==> src/rtl/uart_arb_pkg.sv <==
// rtl/uart_arb_pkg.sv - shared types and defaults for the uart_tx arbiter
package uart_arb_pkg;

    localparam int BYTE_W          = 8;
    localparam int DEF_ACK_TIMEOUT = 16;
    localparam int DEF_GAP_TIMEOUT = 1_000_000;
    localparam int DEF_CW          = 20;

    typedef enum logic [1:0] {
        ST_IDLE      = 2'd0,
        ST_SEND      = 2'd1,
        ST_WAIT_ACK  = 2'd2,
        ST_WAIT_DONE = 2'd3
    } arb_state_t;

    function automatic int ptr_w(input int n);
        return (n > 1) ? $clog2(n) : 1;
    endfunction

endpackage

==> src/rtl/uart_tx_arbiter_rr_pick.sv <==
// rtl/uart_tx_arbiter_rr_pick.sv - round-robin one-hot pick starting at a pointer, with wrap
module rr_pick
    import uart_arb_pkg::*;
#(
    parameter int N_REQ = 4,
    parameter int PW    = ptr_w(N_REQ)
) (
    input  logic [N_REQ-1:0] req,
    input  logic [PW-1:0]    ptr,
    output logic [N_REQ-1:0] pick,
    output logic             any
);

    // Upper scan from the pointer first, then wrap around from bit 0.
    always_comb begin
        pick = '0;
        any  = 1'b0;
        for (int i = 0; i < N_REQ; i++) begin
            if (!any && req[i] && (i >= int'(ptr))) begin
                pick[i] = 1'b1;
                any     = 1'b1;
            end
        end
        for (int i = 0; i < N_REQ; i++) begin
            if (!any && req[i]) begin
                pick[i] = 1'b1;
                any     = 1'b1;
            end
        end
    end

endmodule

==> src/rtl/uart_tx_arbiter.sv <==
// rtl/uart_tx_arbiter.sv - message-atomic round-robin sharing of one uart_tx among N_REQ byte streams
module uart_tx_arbiter
    import uart_arb_pkg::*;
#(
    parameter int N_REQ       = 4,
    parameter int ACK_TIMEOUT = DEF_ACK_TIMEOUT,
    parameter int GAP_TIMEOUT = DEF_GAP_TIMEOUT,
    parameter int CW          = DEF_CW
) (
    input  logic                      clk_100m,
    input  logic                      rst_n,
    input  logic [N_REQ-1:0]          req_valid,
    input  logic [BYTE_W*N_REQ-1:0]   req_data,
    input  logic [N_REQ-1:0]          req_last,
    output logic [N_REQ-1:0]          req_ready,
    output logic [N_REQ-1:0]          grant,
    output logic [BYTE_W-1:0]         tx_data,
    output logic                      tx_wr_en,
    input  logic                      tx_busy,
    input  logic                      err_clear,
    output logic                      err_ack,
    output logic                      err_gap
);

    localparam int PW = ptr_w(N_REQ);

    arb_state_t         state_q, state_d;
    logic [N_REQ-1:0]   grant_q, grant_d;
    logic [PW-1:0]      ptr_q, ptr_d;
    logic [CW-1:0]      cnt_q, cnt_d, cnt_inc;
    logic [BYTE_W-1:0]  tx_data_q, tx_data_d;
    logic               tx_wr_en_q, tx_wr_en_d;
    logic               last_q, last_d;
    logic               err_ack_q, err_ack_d;
    logic               err_gap_q, err_gap_d;

    logic [N_REQ-1:0]   pick;
    logic               pick_any;
    logic               g_valid, g_last;
    logic [BYTE_W-1:0]  g_data;
    logic [PW-1:0]      g_idx, g_next;
    logic               set_ack, set_gap, byte_done;

    rr_pick #(
        .N_REQ (N_REQ),
        .PW    (PW)
    ) u_rr_pick (
        .req  (req_valid),
        .ptr  (ptr_q),
        .pick (pick),
        .any  (pick_any)
    );

    // Owner mux: everything the FSM needs to know about the granted requester.
    always_comb begin
        g_valid = 1'b0;
        g_last  = 1'b0;
        g_data  = '0;
        g_idx   = '0;
        for (int i = 0; i < N_REQ; i++) begin
            if (grant_q[i]) begin
                g_valid = req_valid[i];
                g_last  = req_last[i];
                g_data  = req_data[BYTE_W*i +: BYTE_W];
                g_idx   = PW'(i);
            end
        end
        g_next  = (g_idx == PW'(N_REQ - 1)) ? '0 : g_idx + PW'(1);
        cnt_inc = cnt_q + CW'(1);
    end

    always_comb begin
        state_d    = state_q;
        grant_d    = grant_q;
        ptr_d      = ptr_q;
        cnt_d      = cnt_q;
        tx_data_d  = tx_data_q;
        tx_wr_en_d = 1'b0;
        last_d     = last_q;
        req_ready  = '0;
        set_ack    = 1'b0;
        set_gap    = 1'b0;
        byte_done  = 1'b0;

        case (state_q)
            ST_IDLE: begin
                if (pick_any) begin
                    grant_d = pick;
                    cnt_d   = '0;
                    state_d = ST_SEND;
                end
            end
            ST_SEND: begin
                if (g_valid && !tx_busy) begin
                    req_ready  = grant_q;
                    tx_data_d  = g_data;
                    tx_wr_en_d = 1'b1;
                    last_d     = g_last;
                    cnt_d      = '0;
                    state_d    = ST_WAIT_ACK;
                end else if (!g_valid) begin
                    cnt_d = cnt_inc;
                    if (cnt_inc == CW'(GAP_TIMEOUT)) begin
                        set_gap = 1'b1;
                        grant_d = '0;
                        ptr_d   = g_next;
                        cnt_d   = '0;
                        state_d = ST_IDLE;
                    end
                end
            end
            ST_WAIT_ACK: begin
                cnt_d = cnt_inc;
                if (tx_busy) begin
                    state_d = ST_WAIT_DONE;
                end else if (cnt_inc == CW'(ACK_TIMEOUT)) begin
                    set_ack   = 1'b1;
                    byte_done = 1'b1;
                end
            end
            ST_WAIT_DONE: begin
                if (!tx_busy) begin
                    byte_done = 1'b1;
                end
            end
            default: state_d = ST_IDLE;
        endcase

        // A finished byte either closes the message or goes back for the next one.
        if (byte_done) begin
            cnt_d = '0;
            if (last_q) begin
                grant_d = '0;
                ptr_d   = g_next;
                state_d = ST_IDLE;
            end else begin
                state_d = ST_SEND;
            end
        end

        err_ack_d = err_clear ? 1'b0 : (err_ack_q | set_ack);
        err_gap_d = err_clear ? 1'b0 : (err_gap_q | set_gap);
    end

    always_ff @(posedge clk_100m or negedge rst_n) begin
        if (!rst_n) begin
            state_q    <= ST_IDLE;
            grant_q    <= '0;
            ptr_q      <= '0;
            cnt_q      <= '0;
            tx_data_q  <= '0;
            tx_wr_en_q <= 1'b0;
            last_q     <= 1'b0;
            err_ack_q  <= 1'b0;
            err_gap_q  <= 1'b0;
        end else begin
            state_q    <= state_d;
            grant_q    <= grant_d;
            ptr_q      <= ptr_d;
            cnt_q      <= cnt_d;
            tx_data_q  <= tx_data_d;
            tx_wr_en_q <= tx_wr_en_d;
            last_q     <= last_d;
            err_ack_q  <= err_ack_d;
            err_gap_q  <= err_gap_d;
        end
    end

    assign grant    = grant_q;
    assign tx_data  = tx_data_q;
    assign tx_wr_en = tx_wr_en_q;
    assign err_ack  = err_ack_q;
    assign err_gap  = err_gap_q;

endmodule

==> config.mk <==
export PLATFORM = sky130hd
export DESIGN_NAME = uart_tx_arbiter
export DESIGN_NICKNAME = d
export VERILOG_FILES = /design/src/rtl/uart_arb_pkg.sv /design/src/rtl/uart_tx_arbiter_rr_pick.sv /design/src/rtl/uart_tx_arbiter.sv
export SDC_FILE = /design/constraint.sdc
export NUM_CORES = 1
export LEC_CHECK = 0
export BUFFER_PORTS_ARGS = -buffer_cell sky130_fd_sc_hd__buf_2
export CAP_MARGIN = 0
export CORE_MARGIN = 1
export CORE_UTILIZATION = 50
export DETAILED_ROUTE_END_ITERATION = 10
export GPL_TIMING_DRIVEN = 1
export PLACE_DENSITY = 0.83
export SLEW_MARGIN = 20
export SYNTH_ARGS = -nofsm -noshare
export SYNTH_HDL_FRONTEND = slang
export SYNTH_HIERARCHICAL = 1
export SYNTH_SLANG_ARGS = --single-unit
==> constraint.sdc <==
create_clock -name clk_100m -period 3.4 [get_ports clk_100m]
set_clock_uncertainty 0.2 [all_clocks]
set_input_delay 0.17 -clock clk_100m [delete_from_list [all_inputs] [get_ports clk_100m]]
set_output_delay 0.17 -clock clk_100m [all_outputs]
set_load 0.02 [all_outputs]
==> results of run 1 <==
-- sequential cells by signal (all words and copies together) (netlist names) --
register	count
cnt_q	20
tx_data	8
grant	4
ptr_q	2
state_q	2
err_ack	1
err_gap	1
last_q	1
tx_wr_en	1
-- metal layers --
layer,wire (um),up-vias,global-route usage,share of wire
met4,328,0,0.125,0.036
met1,3760,1581,0.386,0.42
met5,0,-,0,0
li1,-,1565,-,-
met2,4290,206,0.500,0.47
met3,682,47,0.0506,0.075
-- area by class of cell --
cell class              count  area (um2)
clock buffers               5        68.8
clock inverters             3        90.1
fillers                   439        1810
inverters                  17        63.8
multi-input cells         299        1840
flip-flops and latches     40        1000
well taps                  72        90.1
repair buffers            106         676
-- final timing paths --
| path | to | slack [ns] | cells after the start |
|---|---|---|---|
| max | ptr_q[0] | 0.16 | 11 |
| min | tx_data[3] | 0.004 | 3 |
| max reg2reg | ptr_q[0] | 0.16 | 11 |
| min reg2reg | tx_data[6] | 0.29 | 2 |
| max in group asynchronous | cnt_q[1] | 2.04 | 2 |
| min in group asynchronous | grant[2] | 0.34 | 2 |
-- cell families (layout without fill, tap and decap cells) --
group / after synthesis / count (layout) / synth area share
simple gates: 166 / 166 / 0.284
compound gates: 112 / 112 / 0.246
buf+inv: 45 / 131 / 0.0608
flops: 40 / 40 / 0.335
xor+xnor: 9 / 9 / 0.0264
fa+ha+maj: 7 / 7 / 0.0293
mux: 5 / 5 / 0.0184
-- tightest hold or removal path, stage by stage --
cell and delay [ns]:
sky130_fd_sc_hd__buf_2 0.08, sky130_fd_sc_hd__a21oi_1 0.05, sky130_fd_sc_hd__o21ai_0 0.17
-- cells in the final DEF (no fill, tap or decap), drive strengths merged, types with 4 or more instances in the layout --
cell and count:
a21oi 31, a221o 9, a31oi 6, and2 10
and3 4, buf 97, clkbuf 5, dfrtp 40
dlygate4sd3 9, ha 7, inv 17, mux2 4
nand2 45, nand3 17, nand4 8, nor2 32
nor2b 7, nor3 19, nor4 7, o211ai 9
o21ai 32, or3 4, xnor2 5, xor2 4
-- what timing repair did --
item	CTS	global route
hold buffers	9	0
pin swaps	0	2
buffers inserted	0	3
hold endpoints to repair	49	0
setup endpoints to repair	10	20
gates resized for setup	1	8
-- metrics by stage --
| step | setup slack, ns | util | power (uW) |
|---|---|---|---|
| after floorplan | 0.328 | - | 1580 |
| after global placement | -0.0720 | 0.625 | 1950 |
| after detailed placement | -0.229 | 0.625 | 1990 |
| after CTS | -0.0526 | 0.670 | 2560 |
| after global routing | -0.00949 | 0.680 | 2810 |
| final | 0.157 | 0.680 | 2650 |
-- power breakdown --
group	switching [uW]	internal, uW	leakage (uW)	total [uW]
clock network	186	367	0.0000784	553
logic	872	536	0.00111	1410
registers	110	577	0.000536	687
==> qor.csv, run 1 <==
stage;metric;value;unit
detailed_routing;number of optimization iterations in the first detailed-route pass;6;
global_routing;total congestion overflow after global routing;0;
yosys;post-synth design cell area;2990;um2
global_routing;antenna violations before repair;0;
global_routing;first-pass GRT wire length;14800;um
detailed_routing;DR iter-0 viols;336;
sta;f_max;308;MHz
detailed_routing;count of unresolved DRC violations after routing;0;
detailed_routing;final wirelength;9060;um
yosys;library cell with the largest summed area after synthesis;sky130_fd_sc_hd__dfrtp_1;
yosys;count of different cell masters after synthesis;55;
global_routing;global routing usage summed across all routing layers;0.301;
hold_path;Min-Delay Startpoint;req_data[27];
yosys;most common cell in the synthesized netlist;sky130_fd_sc_hd__nand2_1;
worst_setup_path;Critical Path Slowest Stage Cell;sky130_fd_sc_hd__dfrtp_2;
worst_setup_path;Critical Path Source;cnt_q[0];
clock_network;Clk Latency, worst-skew pair;0.30;ns
worst_setup_path;cell repeated most along the worst path;sky130_fd_sc_hd__buf_4;
worst_setup_path;data arrival time of the critical path;3.23;ns
yosys;count of warnings emitted by yosys;6;
global_routing;vias in the first global route;3188;
floorplan;Placeable Area;5640;um2
floorplan;area enclosed by the die boundary;6280;um2
yosys;Top FF cell, synth;sky130_fd_sc_hd__dfrtp_1;
cells_and_area;Nets;520;
cells_and_area;area of all placed cells without fillers;3830;um2
detailed_routing;vias after detailed routing;3399;
flow_run;max-cap violations;0;
yosys;syn_area_per_cell;7.77;um2
yosys;synthesized netlist cell count;384;
clock_network;post-CTS clock slew at the launch and capture registers of the worst setup and hold paths;0.09;ns
floorplan;boundary pin count;63;
power;Power Density;691;nW/um2
yosys;top post-synthesis cells by area;sky130_fd_sc_hd__dfrtp_1, sky130_fd_sc_hd__nand2_1, sky130_fd_sc_hd__o21ai_0, sky130_fd_sc_hd__a21oi_1, sky130_fd_sc_hd__nor2_1;
placed_design;cell area reported after detailed placement;3530;um2
worst_setup_path;R2R Path Start;cnt_q[0];
hold_path;hold crit path type;in2reg;
placed_design;Inst Count DP;522;
placed_design;HPWL after detailed placement;6150;um
yosys;top cells by count, synth;sky130_fd_sc_hd__nand2_1, sky130_fd_sc_hd__dfrtp_1, sky130_fd_sc_hd__nor2_1, sky130_fd_sc_hd__o21ai_0, sky130_fd_sc_hd__a21oi_1;
floorplan;starting density of the core;0.529;
placed_design;RePlAce Congestion;0.927;
yosys;number of flops mapped to enable cells by yosys;0;
worst_setup_path;worst path buffer plus inverter count;2;
power;highest ir drop seen on vdd;741;uV
sta;slew at the pin closest to its max-slew limit;0.909;ns
sta;final hold vios;0;
worst_setup_path;Worst path top cell family by delay;simple AND/OR/NAND/NOR gates;
run_status;run status;complete, no violations;
worst_setup_path;startpoint class of the critical path;flop;
detailed_routing;remaining antenna violation count after routing;0;
worst_setup_path;Required @ worst endpoint;3.39;ns
yosys;asr flop ratio synth;1.00;
cells_and_area;Ant. Diodes;0;
power;leak pwr;0.00173;uW
worst_setup_path;CP max stage delay;0.42;ns
worst_setup_path;startpoint-to-endpoint class of the critical path;reg2reg;
sta;# setup viols final;0;
sta;Max Slew Vio Count;0;
floorplan;Placement Rows;27;
global_routing;pin count of the biggest net entering global routing;41;
worst_setup_path;kind of capture point of the worst setup path;flop;
clock_network;buffer type at the clock tree root;sky130_fd_sc_hd__clkbuf_8;
cells_and_area;Syn-to-layout area delta;28.4;%
yosys;proportion of netlist area held by the largest area contributor;0.335;
cells_and_area;share of post-route cells with drive strength above 1;0.272;
sta;final critical path time including I/O delays and setup;3.24;ns
detailed_routing;average via count per standard cell;6.27;
detailed_routing;WL/cell;16.7;um
yosys;net count of the mapped netlist;435;
placed_design;Port-buffer cells;62;
clock_network;CTS tree;yes;
clock_network;TritonCTS buffer count;5;
sta;relative max-transition margin;0.394;
worst_setup_path;chain of cells forming the critical path;ha_2 > nand2_2 > nor4_2 > buf_4 > xnor2_1 > o2111ai_1 > nor4b_4 > buf_4 > o21a_2 > nand2b_1 > mux2_2;
clock_network;sinks on the clock net;40;
clock_network;maximum clock insertion buffer count;2;
cells_and_area;non-filler instance count after layout;542;
sta;Tcrit/Tclk final;0.954;
yosys;post-synthesis sequential area ratio;0.335;
floorplan;Die Span X;79.3;um
sta;worst hold slack after final layout;0.00431;ns
yosys;#FFs+latches synth;40;
clock_network;htree depth;2;
worst_setup_path;biggest fanout along the worst timing path;7;
floorplan;height of the die;79.3;um
sta;post-route setup TNS;0;ns
(Power assumes the default switching activity.)
==> run 2, diff against run 1 <==
ABC_AREA = 1   (was default)
==> run 2 against run 1 <==
  * Area after synthesis shrank 0.34%
  * Clock-buffer cell count increased by 1
  * Power decreased by 18%
  * Fmax is 8.6% higher
  * Design area down 8.9%
  * Critical endpoint is now cnt_q[0]
  * Largest cell class unchanged
==> qor.csv, run 2 <==
stage;metric;value;unit
detailed_routing;remaining antenna violation count after routing;0;
power;switching part of the total power;0.494;
cells_and_area;Syn-to-layout area delta;17.3;%
run_status;run status;complete, no violations;
power;Combinational Power Share;0.545;
detailed_routing;vias after detailed routing;3229;
sta;final critical path time including I/O delays and setup;2.99;ns
power;leak pwr;0.00183;uW
detailed_routing;average via count per standard cell;5.31;
clock_network;sinks on the clock net;40;
clock_network;buffer type at the clock tree root;sky130_fd_sc_hd__clkbuf_8;
yosys;synthesized netlist cell count;469;
cells_and_area;most common cell after layout, fill and taps aside;sky130_fd_sc_hd__nand2_1;
floorplan;area enclosed by the die boundary;6260;um2
clock_network;maximum clock insertion buffer count;2;
worst_setup_path;startpoint class of the critical path;flop;
placed_design;Inst Count DP;593;
power;highest ir drop seen on vdd;655;uV
cells_and_area;max FFs per register;20;
clock_network;htree depth;2;
sta;slew at the pin closest to its max-slew limit;0.906;ns
yosys;top post-synthesis cells by area;sky130_fd_sc_hd__dfrtp_1, sky130_fd_sc_hd__nand2_1, sky130_fd_sc_hd__nand3_1, sky130_fd_sc_hd__inv_1, sky130_fd_sc_hd__nor2_1;
yosys;proportion of netlist area held by the largest area contributor;0.336;
clock_network;Clk Latency, worst-skew pair;0.29;ns
detailed_routing;number of optimization iterations in the first detailed-route pass;4;
yosys;net count of the mapped netlist;520;
detailed_routing;final wirelength;7800;um
power;internal power consumption;1100;uW
yosys;#FFs+latches synth;40;
hold_path;hold crit path type;in2reg;
cells_and_area;Nets;587;
yosys;dominant combinational cell family by area after synthesis;simple AND/OR/NAND/NOR gates;
cells_and_area;Ant. Diodes;0;
floorplan;height of the die;79.1;um
yosys;library cell with the largest summed area after synthesis;sky130_fd_sc_hd__dfrtp_1;
global_routing;antenna violations before repair;0;
worst_setup_path;biggest fanout along the worst timing path;20;
sta;Max Slew Vio Count;0;
yosys;synthesized-area fraction occupied by adder cells;0.0294;
worst_setup_path;Required @ worst endpoint;3.38;ns
clock_network;post-CTS clock slew at the launch and capture registers of the worst setup and hold paths;0.07;ns
flow_run;max-cap violations;0;
power;Power Density;621;nW/um2
sta;# setup viols final;0;
power;fraction of power consumed by sequential logic;0.316;
floorplan;Placement Rows;27;
yosys;top cells by count, synth;sky130_fd_sc_hd__nand2_1, sky130_fd_sc_hd__inv_1, sky130_fd_sc_hd__nand3_1, sky130_fd_sc_hd__nor2_1, sky130_fd_sc_hd__dfrtp_1;
yosys;share of synthesized cell area in and, or, nand and nor gates;0.439;
worst_setup_path;data arrival time of the critical path;2.96;ns
yosys;post-synth design cell area;2980;um2
global_routing;total congestion overflow after global routing;0;
floorplan;Die Span X;79.1;um
global_routing;vias in the first global route;2878;
detailed_routing;DR iter-0 viols;247;
detailed_routing;WL/cell;12.8;um
power;net switching power of the design;1070;uW
yosys;Top FF cell, synth;sky130_fd_sc_hd__dfrtp_1;
yosys;fraction of the mapped netlist area in compound gates;0.0879;
power;overall power consumption;2170;uW
sta;Tcrit/Tclk final;0.879;
yosys;count of warnings emitted by yosys;6;
yosys;syn_area_per_cell;6.34;um2
floorplan;boundary pin count;63;
yosys;most common cell in the synthesized netlist;sky130_fd_sc_hd__nand2_1;
yosys;xor/xnor cell area share of the yosys netlist;0.0118;
sta;RSZ-0062 raised after global routing;no;
sta;relative max-transition margin;0.396;
cells_and_area;commonest non-fill, non-tap cells in the layout;sky130_fd_sc_hd__nand2_1, sky130_fd_sc_hd__buf_2, sky130_fd_sc_hd__inv_1, sky130_fd_sc_hd__nand3_1, sky130_fd_sc_hd__nor2_1;
cells_and_area;Most flops, register;cnt_q;
yosys;post-synthesis sequential area ratio;0.336;
placed_design;Port-buffer cells;62;
worst_setup_path;kind of capture point of the worst setup path;flop;
placed_design;HPWL after detailed placement;5730;um
cells_and_area;non-filler instance count after layout;608;
clock_network;number of gates resized after CTS;0;
cells_and_area;share of post-route cells with drive strength above 1;0.162;
placed_design;RePlAce Congestion;0.888;
sta;post-route setup TNS;0;ns
detailed_routing;count of unresolved DRC violations after routing;0;
clock_network;TritonCTS buffer count;5;
power;Clock power frac;0.140;
sta;f_max;335;MHz
global_routing;global routing usage summed across all routing layers;0.265;
floorplan;starting density of the core;0.531;
yosys;portion of netlist area occupied by mux cells;0;
yosys;count of different cell masters after synthesis;30;
global_routing;first-pass GRT wire length;13000;um
sta;final hold vios;0;
clock_network;CTS tree;yes;
floorplan;Placeable Area;5610;um2
yosys;asr flop ratio synth;1.00;
worst_setup_path;startpoint-to-endpoint class of the critical path;reg2reg;
global_routing;pin count of the biggest net entering global routing;41;
cells_and_area;Filler Cell Count;540;
yosys;number of flops mapped to enable cells by yosys;0;
[run 2: stage by stage]
stage	setup slack, ns	area [um2]	hold WS, ns	utilization
5_1_grt	0.0343	3490	0.0157	0.622
6_report	0.413	3490	0.0106	0.622
3_3_place_gp	0.487	3330	0.143	0.594
4_1_cts	0.408	3490	0.00348	0.622
3_5_place_dp	0.426	3330	0.156	0.594
2_1_floorplan	1.16	2980	-0.326	-
[run 2: cells by family after synthesis]
family                   count (synthesis)
AO/OA/AOI/OAI                           46
XOR/XNOR                                 4
adder cells (fa/ha/maj)                  7
buffers and inverters                   71
flip-flops                              40
AND/OR/NAND/NOR                        301
[run 2: cell type report]
class                      instances  area, um2  area share
multi-input combinational        358       1690       0.485
clock inverter                     1       5.00     0.00143
clock buffer                       6       72.6      0.0208
timing repair buffer              73        413       0.118
inverter                          58        218      0.0624
tap                               72       90.1      0.0258
sequential                        40       1000       0.287
[run 2: path summary, 6_finish.rpt]
path	startpoint	end	cells after the start	slack, ns
worst max-delay path	cnt_q[1]	cnt_q[0]	14	0.41
worst min-delay path	req_data[30]	tx_data[6]	3	0.01
worst max register to register	cnt_q[1]	cnt_q[0]	14	0.41
worst min register to register	tx_data[1]	tx_data[1]	2	0.28
max in group asynchronous	rst_n	cnt_q[9]	2	2.09
min in group asynchronous	rst_n	cnt_q[3]	2	0.35
[run 2: what timing repair did]
| action | 4_1_cts | 5_1_grt |
|---|---|---|
| hold buffers | 8 | 0 |
| setup endpoints to repair | 0 | 0 |
| setup buffers | 0 | 0 |
| hold endpoints to repair | 48 | 0 |
[run 2: metal layers]
metal  up-vias  share of wire  wire [um]  GRT usage
li1       1618              -          -          -
met2        91           0.49       3800      0.422
met4         0          0.020        153     0.0927
met5         -              0          0          0
met3        16          0.043        333     0.0414
met1      1504           0.45       3510      0.363
[run 2: power by group through the flow]
stage	sequential, uW	combinational (uW)	clock (uW)
after floorplan	734	833	0
after global placement	684	1140	0
after detailed placement	691	1160	0
after CTS	682	1170	311
after global routing	697	1330	328
final	684	1180	303
[run 2: critical path: stages (launching register included)]
cell	delay, ns
sky130_fd_sc_hd__dfrtp_1	0.42
sky130_fd_sc_hd__ha_1	0.27
sky130_fd_sc_hd__nand2_1	0.11
sky130_fd_sc_hd__nor2_2	0.20
sky130_fd_sc_hd__nand3_1	0.17
sky130_fd_sc_hd__nor2_1	0.12
sky130_fd_sc_hd__nor2_1	0.05
sky130_fd_sc_hd__nor2_1	0.21
sky130_fd_sc_hd__nand3_1	0.10
sky130_fd_sc_hd__nor2_1	0.13
sky130_fd_sc_hd__nand2_1	0.08
sky130_fd_sc_hd__nand2_1	0.11
sky130_fd_sc_hd__nand2_1	0.41
sky130_fd_sc_hd__nand3_1	0.24
sky130_fd_sc_hd__nand2_1	0.07
